[config.mk]
export PLATFORM = sky130hd
export DESIGN_NAME = micro_sequencer
export DESIGN_NICKNAME = d
export VERILOG_FILES = /design/src/rtl/micro_sequencer.sv
export SDC_FILE = /design/constraint.sdc
export NUM_CORES = 1
export LEC_CHECK = 0
export ABC_AREA = 1
export ABC_CLOCK_PERIOD_IN_PS = 2400
export CAP_MARGIN = 5
export CORE_AREA = 2 2 64 66
export CTS_CLUSTER_SIZE = 10
export DETAILED_ROUTE_END_ITERATION = 12
export DIE_AREA = 0 0 66 68
export DONT_BUFFER_PORTS = 1
export PLACE_DENSITY = 0.83
export SYNTH_ARGS = -nofsm -noshare
export SYNTH_HDL_FRONTEND = slang
export SYNTH_SLANG_ARGS = --single-unit
[constraint.sdc]
create_clock -name clk -period 2.4 [get_ports clk]
set_input_delay 0.24 -clock clk [delete_from_list [all_inputs] [get_ports clk]]
set_output_delay 0.24 -clock clk [all_outputs]
set_load 0.005 [all_outputs]
[src/rtl/micro_sequencer.sv]
// micro_sequencer: generates the micro-address and latched operands for
// control_unit. It runs the fetch routine, dispatches on the opcode and then
// steps through that opcode's micro-routine.
// Optional wait-state watchdog (mem_err port): define MICROSEQ_WAIT_WATCHDOG_EN.
module micro_sequencer #(
    parameter int unsigned WAIT_LIMIT = 255
) (
    input  logic        clk,
    input  logic        reset,
    input  logic        en,
    input  logic        hit,
    input  logic        zero,
    input  logic [15:0] ins_in,
    output logic [8:0]  addr_ins,
    output logic [3:0]  operand1,
    output logic [3:0]  operand2,
    output logic        instr_done,
    output logic        illegal,
`ifdef MICROSEQ_WAIT_WATCHDOG_EN
    output logic        halted,
    output logic        mem_err
`else
    output logic        halted
`endif
);

    typedef enum logic [3:0] {
        S_FETCH1, S_FETCH_WAIT, S_FETCH_FIN1, S_FETCH_FIN2, S_INCPC,
        S_STEP,
        S_LOAD1, S_LOAD_WAIT, S_LOAD2, S_LOAD3, S_LOAD4,
        S_GOTOZ1, S_GOTOZ2, S_GOTOZ3,
        S_HALT
    } state_t;

    localparam logic [4:0] OP_LOAD  = 5'b11100;
    localparam logic [4:0] OP_GOTOZ = 5'b10110;
    localparam logic [4:0] OP_HALT  = 5'b11111;

    // Number of steps of a plain stepped routine; 0 marks an unknown opcode.
    function automatic logic [2:0] route_len(input logic [4:0] op);
        case (op)
            5'b11010, 5'b01010, 5'b11001, 5'b01011, 5'b00011,
            5'b00101, 5'b00100, 5'b10100, 5'b10101: route_len = 3'd2;
            5'b01101:                               route_len = 3'd1;
            5'b11011:                               route_len = 3'd3;
            5'b10001, 5'b10010, 5'b11101:           route_len = 3'd4;
            default:                                route_len = 3'd0;
        endcase
    endfunction

    // Micro-address presented while in a given state.
    function automatic logic [8:0] addr_of(input state_t s, input logic [2:0] stp,
                                           input logic [4:0] op);
        case (s)
            S_FETCH1:     addr_of = 9'h000;
            S_FETCH_WAIT: addr_of = 9'h002;
            S_FETCH_FIN1: addr_of = 9'h102;
            S_FETCH_FIN2: addr_of = 9'h103;
            S_INCPC:      addr_of = 9'h001;
            S_STEP:       addr_of = {1'b0, op, stp};
            S_LOAD1:      addr_of = 9'h0E0;
            S_LOAD_WAIT:  addr_of = 9'h0E6;
            S_LOAD2:      addr_of = 9'h1E6;
            S_LOAD3:      addr_of = 9'h0E2;
            S_LOAD4:      addr_of = 9'h0E3;
            S_GOTOZ1:     addr_of = 9'h0B0;
            S_GOTOZ2:     addr_of = 9'h0B1;
            S_GOTOZ3:     addr_of = 9'h1B1;
            S_HALT:       addr_of = 9'h0FF;
            default:      addr_of = 9'h000;
        endcase
    endfunction

    state_t     state, state_n;
    logic [2:0] step, step_n;
    logic [4:0] op_q;
    logic [2:0] cur_len;
    logic       done_n;
    logic       illegal_n;
    logic       latch_ins;
    logic       in_wait;
    logic       wait_timeout;
    logic       unused_ins_hi;

    assign unused_ins_hi = ^ins_in[15:13];
    assign cur_len       = route_len(op_q);
    assign in_wait       = (state == S_FETCH_WAIT) || (state == S_LOAD_WAIT);

`ifdef MICROSEQ_WAIT_WATCHDOG_EN
    localparam int unsigned CNT_W = (WAIT_LIMIT > 1) ? $clog2(WAIT_LIMIT + 1) : 1;

    logic [CNT_W-1:0] wait_cnt;

    assign wait_timeout = in_wait && !hit && ((32'(wait_cnt) + 32'd1) >= WAIT_LIMIT);

    // Wait-state counter and sticky memory error flag.
    always_ff @(posedge clk or negedge reset) begin
        if (!reset) begin
            wait_cnt <= '0;
            mem_err  <= 1'b0;
        end else if (en) begin
            if (state == S_FETCH1 || state == S_LOAD1)
                wait_cnt <= '0;
            else if (in_wait && !hit)
                wait_cnt <= wait_cnt + 1'b1;
            if (wait_timeout)
                mem_err <= 1'b1;
        end
    end
`else
    localparam int unsigned WAIT_LIMIT_UNUSED = WAIT_LIMIT;

    assign wait_timeout = 1'b0;
`endif

    // Next-state, next-step and flag decode.
    always_comb begin
        state_n   = state;
        step_n    = step;
        done_n    = 1'b0;
        illegal_n = illegal;
        latch_ins = 1'b0;
        case (state)
            S_FETCH1:     state_n = S_FETCH_WAIT;
            S_FETCH_WAIT: begin
                if (hit)               state_n = S_FETCH_FIN1;
                else if (wait_timeout) state_n = S_HALT;
            end
            S_FETCH_FIN1: state_n = S_FETCH_FIN2;
            S_FETCH_FIN2: begin
                state_n   = S_INCPC;
                latch_ins = 1'b1;
            end
            S_INCPC: begin
                case (op_q)
                    OP_LOAD:  state_n = S_LOAD1;
                    OP_GOTOZ: state_n = S_GOTOZ1;
                    OP_HALT: begin
                        state_n = S_HALT;
                        done_n  = 1'b1;
                    end
                    default: begin
                        if (cur_len == 3'd0) begin
                            state_n   = S_FETCH1;
                            illegal_n = 1'b1;
                        end else begin
                            state_n = S_STEP;
                            step_n  = 3'd0;
                            done_n  = (cur_len == 3'd1);
                        end
                    end
                endcase
            end
            S_STEP: begin
                if (step == cur_len - 3'd1) begin
                    state_n = S_FETCH1;
                end else begin
                    step_n = step + 3'd1;
                    done_n = ((step + 3'd1) == (cur_len - 3'd1));
                end
            end
            S_LOAD1:      state_n = S_LOAD_WAIT;
            S_LOAD_WAIT: begin
                if (hit)               state_n = S_LOAD2;
                else if (wait_timeout) state_n = S_HALT;
            end
            S_LOAD2:      state_n = S_LOAD3;
            S_LOAD3: begin
                state_n = S_LOAD4;
                done_n  = 1'b1;
            end
            S_LOAD4:      state_n = S_FETCH1;
            S_GOTOZ1: begin
                state_n = zero ? S_GOTOZ2 : S_GOTOZ3;
                done_n  = 1'b1;
            end
            S_GOTOZ2:     state_n = S_FETCH1;
            S_GOTOZ3:     state_n = S_FETCH1;
            S_HALT:       state_n = S_HALT;
            default:      state_n = S_FETCH1;
        endcase
    end

    // State register and registered outputs; en=0 freezes everything.
    always_ff @(posedge clk or negedge reset) begin
        if (!reset) begin
            state      <= S_FETCH1;
            step       <= 3'd0;
            op_q       <= '0;
            operand1   <= '0;
            operand2   <= '0;
            addr_ins   <= 9'h000;
            instr_done <= 1'b0;
            illegal    <= 1'b0;
            halted     <= 1'b0;
        end else if (en) begin
            state      <= state_n;
            step       <= step_n;
            addr_ins   <= addr_of(state_n, step_n, op_q);
            instr_done <= done_n;
            illegal    <= illegal_n;
            halted     <= (state_n == S_HALT);
            if (latch_ins) begin
                op_q     <= ins_in[12:8];
                operand1 <= ins_in[7:4];
                operand2 <= ins_in[3:0];
            end
        end else begin
            instr_done <= 1'b0;
        end
    end

endmodule

# After elaboration in Yosys (flattened, before gate mapping)
# Memory sizes are Yosys's and may differ from the RTL's.
# Cells that the tools add are included.
# Widths: inputs -> output; s select.
[op_classes]
add_sub_neg = 2
n_eq_ne = 31
muxes = 18
bitwise = 1
reduce_logical = 7
[ops]
columns = ["operator", "n"]
rows = [
  ["$pmux 9 s14", 1],
  ["$pmux 4 s12", 1],
  ["$eq 4x4->1 const B", 11],
  ["$eq 4x3->1 const B", 8],
  ["$eq 4x2->1 const B", 4],
  ["$eq 5x5->1 const B", 3],
  ["$mux 3", 4],
  ["$mux 4", 3],
  ["$pmux 4 s3", 1],
  ["$eq 4x1->1 const B", 2],
  ["$eq 3x3->1", 2],
  ["$pmux 3 s2", 1],
  ["$mux 1", 5],
  ["$logic_not 4->1", 1],
  ["$reduce_and 4->1", 1],
  ["$reduce_or 2->1", 2],
  ["$add 3x1->3 const B", 1],
  ["$eq 3x1->1 const B", 1],
  ["$logic_not 3->1", 1],
  ["$pmux 1 s3", 1],
  ["$reduce_or 3->1", 1],
  ["$sub 3x1->3 const B", 1],
  ["$pmux 1 s2", 1],
  ["$reduce_and 2->1", 1],
  ["$not 1->1", 1],
]
[totals]
reg_bits = 32
mem_bits_ro = 96
inputBits = 21
n_memories = 1
[memory_table]
columns = ["name", "depth", "width", "rd", "rd_clocked_by_memory_dff", "wr", "line", "rtl"]
rows = [
  ["(name not given)", 32, 3, 1, 0, 0, "41", "case (op)"],
]

# Longest topological paths before layout
# Gate-level depths: netlist (run 1).
# An unclocked memory read counts as a cell.
[depth]
depth_word = 7
mapped_depth = 20
depth_no_buf = 20

# Worst setup path before layout (run 1)
# OpenSTA, ideal clock, no wires.
[synth_timing]
kind = "register -> register"
startpoint = "reg op_q[1]"
endpoint = "reg addr_ins[5]"
arrival_time_ns = 2.444
t_required_ns = 2.284
setup_slack_ns = -0.160
path_stages_with_launch = 21
n_path_buf = 0
synth_period_minus_slack_ns = 2.560
path_cell_list = "dfrtp_1 inv_1 ha_1 nand2_1 nand2_2 nand2_4 ha_1 ha_1 inv_1 nand2_1 nand2_1 nor2_1 nand3_4 nand2_4 nand3_4 nand2_2 inv_2 nor2_2 nand3_1 nand2_1 nand2_1"
[synth_between]
elab_chain_len = 7
word_cells_on_any_way = 26
classes_between = "add/sub: 1; eq/ne: 18; mux: 5; reduce/logical: 1; memory: 1"
[synth_lines]
columns = ["element", "line", "rtl"]
rows = [
  ["from (decl)", "76", "logic [4:0] op_q;"],
  ["from (signal assigned)", "204", "op_q <= ins_in[12:8];"],
  ["$mem_v2 32x3", "--", ""],
  ["$sub 3x1->3 or $logic_not 3->1 (tied branches)", "155, 143", ""],
  ["$eq 3x3->1 or $mux 3 (tied branches)", "155, 143", ""],
  ["$mux 4 or $pmux 4 s3 (tied branches)", "155, 135", ""],
  ["$pmux 4 s12 *", "123", "case (state)"],
  ["$eq 4x4->1, or another cell as far along", "54", "case (s)"],
  ["$pmux 9 s14 *", "54", ""],
  ["to (signal assigned)", "199", "addr_ins <= addr_of(state_n, step_n, op_q);"],
  ["to (decl)", "14", "output logic [8:0] addr_ins,"],
]
# Mark *: on every way between the ends. The rest lies on a longest branch, timed or not.
# A chain may end at the register's enable or synchronous reset.

# Worst setup path after layout (run 1)
[layout_timing]
startpoint = "reg op_q[0]"
endpoint = "reg addr_ins[2]"
[layout_between]
elab_chain_len = 7
word_cells_on_any_way = 31
classes_between = "add/sub: 1; eq/ne: 18; mux: 9; reduce/logical: 2; memory: 1"
[layout_lines]
columns = ["element", "line"]
rows = [
  ["$mem_v2 32x3", "--"],
  ["$sub 3x1->3 or $logic_not 3->1 (tied branches)", "155, 143"],
  ["$eq 3x3->1 or $mux 3 (tied branches)", "155, 143"],
  ["$mux 4 or $pmux 4 s3 (tied branches)", "155, 135"],
  ["$pmux 4 s12", "123"],
  ["$eq 4x4->1, or another cell as far along", "54"],
  ["$pmux 9 s14 *", "54"],
]
# Marks and branches as above.

==> flow_metrics.tcl, run 1 <==
set metrics [dict create \
    cts_tree "yes" \
    p_sw_uw 1900 \
    n_antenna_cell 0 \
    grt_pass1_wl_mm 8.50 \
    detail-route-antenna-nets 0 \
    start_util_pct 54.9 \
    setup.worst_path.start_class "flop" \
    htree_levels 2 \
    gp_congestion 1.02 \
    wl_mm 5.50 \
    slew_violations 0 \
    path_class "reg -> reg" \
    core_um2 3860 \
    cap_violations 0 \
    slew_headroom_pct 65.8 \
    hold_path_depth 1 \
    violations "negative setup slack" \
    die_y_um 68 \
    synth_cell_type_count 31 \
    via_per_inst 5.42 \
    synth_nets 313 \
    ys_seq_elements 32 \
    ys_warn_count 0 \
    p_int_uw 2280 \
    dieArea_um2 4490 \
    drive_gt1_share_pct 30.9 \
    syn_inst 282 \
    fin_crit_sh_pct 110 \
    overflow 0 \
    vias 2007 \
    status "finished with violations" \
    cp_max_fo 4 \
    synthToLayoutAreaGrowth_pct 28.8 \
    cellLeakagePower_uw 0.00137 \
    drtIter0Drc 158 \
    wl_per_cell_um 14.9 \
    cts.sinks 32 \
    yosys-top-cells-count "79 x nand2_1, 32 x dfrtp_1, 31 x inv_1, 30 x nor2_1, 15 x o21ai_0" \
    rows 23 \
    pwr-share-seq_pct 23.9 \
    period_needed_ps 2640 \
    p_comb_share_pct 63.9 \
    r2r_cells 19 \
    critPathCaptureType "flop" \
    io_pins 41 \
    min_path_type "in -> reg" \
    p_sw_share_pct 45.4 \
    yosysSeqAreaShare_pct 37.8 \
    max_freq_mhz 378 \
    synth_edf_count 0 \
    drc 0 \
    hpwl_mm 3.54 \
    post-synth-top-count-cell "nand2_1" \
    design_area_um2 2730 \
    chipWidth_um 66 \
    root_buffer "clkbuf_8" \
    netlist.area_leader.share_pct 37.8 \
    cp.required_ps 2570 \
    skew_ps 6.39 \
    synth.area.top_cells "dfrtp_1 38%, nand2_1 14%, ha_1 5.9%" \
    hold_violations 0 \
    rsz0062_at_grt "true" \
    ir_worst_vdd_mv 0.866 \
    power_density_nw_per_um2 1530 \
    postPlaceCellArea_um2 2370 \
    drt_pass1_iterations 7 \
    ys.flop_type "dfrtp_1" \
    syn_area_um2 2120 \
    fin_ws_ps -244 \
    tightest_slew_ps 513 \
    grt_max_degree 33 \
    synth-async-reset-ratio_pct 100 \
    syn_area_per_cell_um2 7.51 \
    synth_area_leader_cell "dfrtp_1" \
    setup_violations 14 \
    numCtsBuffers 5 \
    clock_path_buffers 2 \
    antenna_found_initial 0 \
    nets 350 \
    portBuffers 0 \
    grtUsageTotal_pct 24.8 \
    arrival_ps 2820 \
    clockPowerShare_pct 12.2 \
    clock_latency_ps 290 \
    hold_slack_ps 38.7 \
    first_global_vias 1978 \
    clk_pin_slew_ps 70 \
]
==> metal layers <==
layer	routed length [µm]	GRT usage [%]
met5	0	0
met4	133	11.0
met3	265	4.93
met2	2860	43.7
met1	2240	29.5
==> placed cells by master (no fill, tap or decap), types with 3 or more instances in the layout <==
master	netlist	final
clkbuf_8	0	5
a21oi_1	12	10
o21ai_1	9	9
o21ai_2	0	3
nor2_4	1	4
nand3_1	14	14
inv_1	31	29
dfrtp_1	32	30
inv_2	6	5
ha_4	0	5
nand4_1	4	4
buf_4	0	33
ha_1	10	3
o21ai_0	15	12
nand3_4	2	3
mux2_2	8	8
a21oi_2	1	3
nand2_4	3	4
nor2_2	5	4
nand2_1	79	75
nand2_2	3	5
inv_4	0	3
nor2_1	30	28
==> cell type report <==
type	count	area, µm²
inverters	37	146
repair buffers	35	278
well taps	50	62.6
multi-input cells	208	1330
clock buffers	5	68.8
fillers	256	1130
clock inverters	3	42.5
flip-flops and latches	32	803
==> worst max-delay path, cell delays in order, from the launching register on <==
cell	delay, ps
dfrtp_2	450
buf_4	160
ha_4	150
nand2_2	110
nand2_2	90
nand2_4	80
inv_1	50
ha_1	320
inv_1	70
nand2_1	70
nand2_1	100
nor2_4	120
nand3_4	100
buf_4	160
nand3_1	80
o21ai_1	100
nand2_1	80
nor2_1	50
o21ai_1	130
nand2_1	60
==> power by group through the flow <==
stage	logic [µW]	registers, µW	clock network [µW]
floorplan	1570	930	0
global placement	2100	973	0
detailed placement	2180	982	0
CTS	2490	977	523
global route	2930	1020	545
finish	2670	998	510
==> kinds of logic (layout without fill, tap and decap cells) <==
group / count (synthesis) / count (layout) / synth area share (%)
and+or+nand+nor: 144 / 144 / 31.7
buffers and inverters: 42 / 80 / 7.56
adders and majority gates: 10 / 10 / 5.91
muxes: 8 / 8 / 4.25
xor gates and xnor gates: 2 / 2 / 0.827
DFF: 32 / 32 / 37.8
AOI/OAI and AO/OA: 44 / 44 / 12.0
==> registers in the layout, indices dropped and copies added, names as in the netlist <==
register / count
illegal: 1
state: 4
instr_done: 1
operand1: 4
op_q: 5
step: 3
addr_ins: 9
operand2: 4
halted: 1
==> worst paths after layout <==
kind,from,end,slack (ps)
min reg2reg,addr_ins[3]$_DFFE_PN0P_,addr_ins[3]$_DFFE_PN0P_,510
max,op_q[0]$_DFFE_PN0P_,addr_ins[2]$_DFFE_PN0P_,-240
min in group asynchronous,reset,illegal$_DFFE_PN0P_,380
min,en,state[1]$_DFFE_PN0P_,40
max reg2reg,op_q[0]$_DFFE_PN0P_,addr_ins[2]$_DFFE_PN0P_,-240
max in group asynchronous,reset,op_q[0]$_DFFE_PN0P_,1820
==> repair_timing <==
action | in CTS | in global routing
setup buffers | 8 | 1
pin swaps | 7 | 3
hold buffers | 2 | 0
resized for setup | 20 | 10
endpoints found under the setup margin | 13 | 15
endpoints found under the hold margin | 32 | 0
==> through the flow <==
step / utilization, % / cells / setup WS [ps] / TNS, ps / power [µW]
global placement: 61.5 / 351 / -175 / -1180 / 3070
CTS: 69.4 / 369 / -148 / -1170 / 3990
finish: 70.8 / 370 / -244 / -2170 / 4180
global route: 70.8 / 370 / -403 / -4210 / 4490
floorplan: - / 282 / -5.54 / -12.4 / 2500
detailed placement: 61.5 / 351 / -235 / -1900 / 3160
No activity file was read; power rests on OpenSTA's default activity.
==> inputs of run 2 (changes only) <==
--- a/config.mk
+++ b/config.mk
@@ -9,10 +9,12 @@
 export ABC_CLOCK_PERIOD_IN_PS = 2400
 export CAP_MARGIN = 5
 export CORE_AREA = 2 2 64 66
+export CTS_CLUSTER_DIAMETER = 60
 export CTS_CLUSTER_SIZE = 10
 export DETAILED_ROUTE_END_ITERATION = 12
 export DIE_AREA = 0 0 66 68
 export DONT_BUFFER_PORTS = 1
+export GPL_ROUTABILITY_DRIVEN = 0
 export PLACE_DENSITY = 0.83
 export SYNTH_ARGS = -nofsm -noshare
 export SYNTH_HDL_FRONTEND = slang
==> results of run 2 <==
Same layout as run 1: the final DEF is identical, and so are final timing and power.
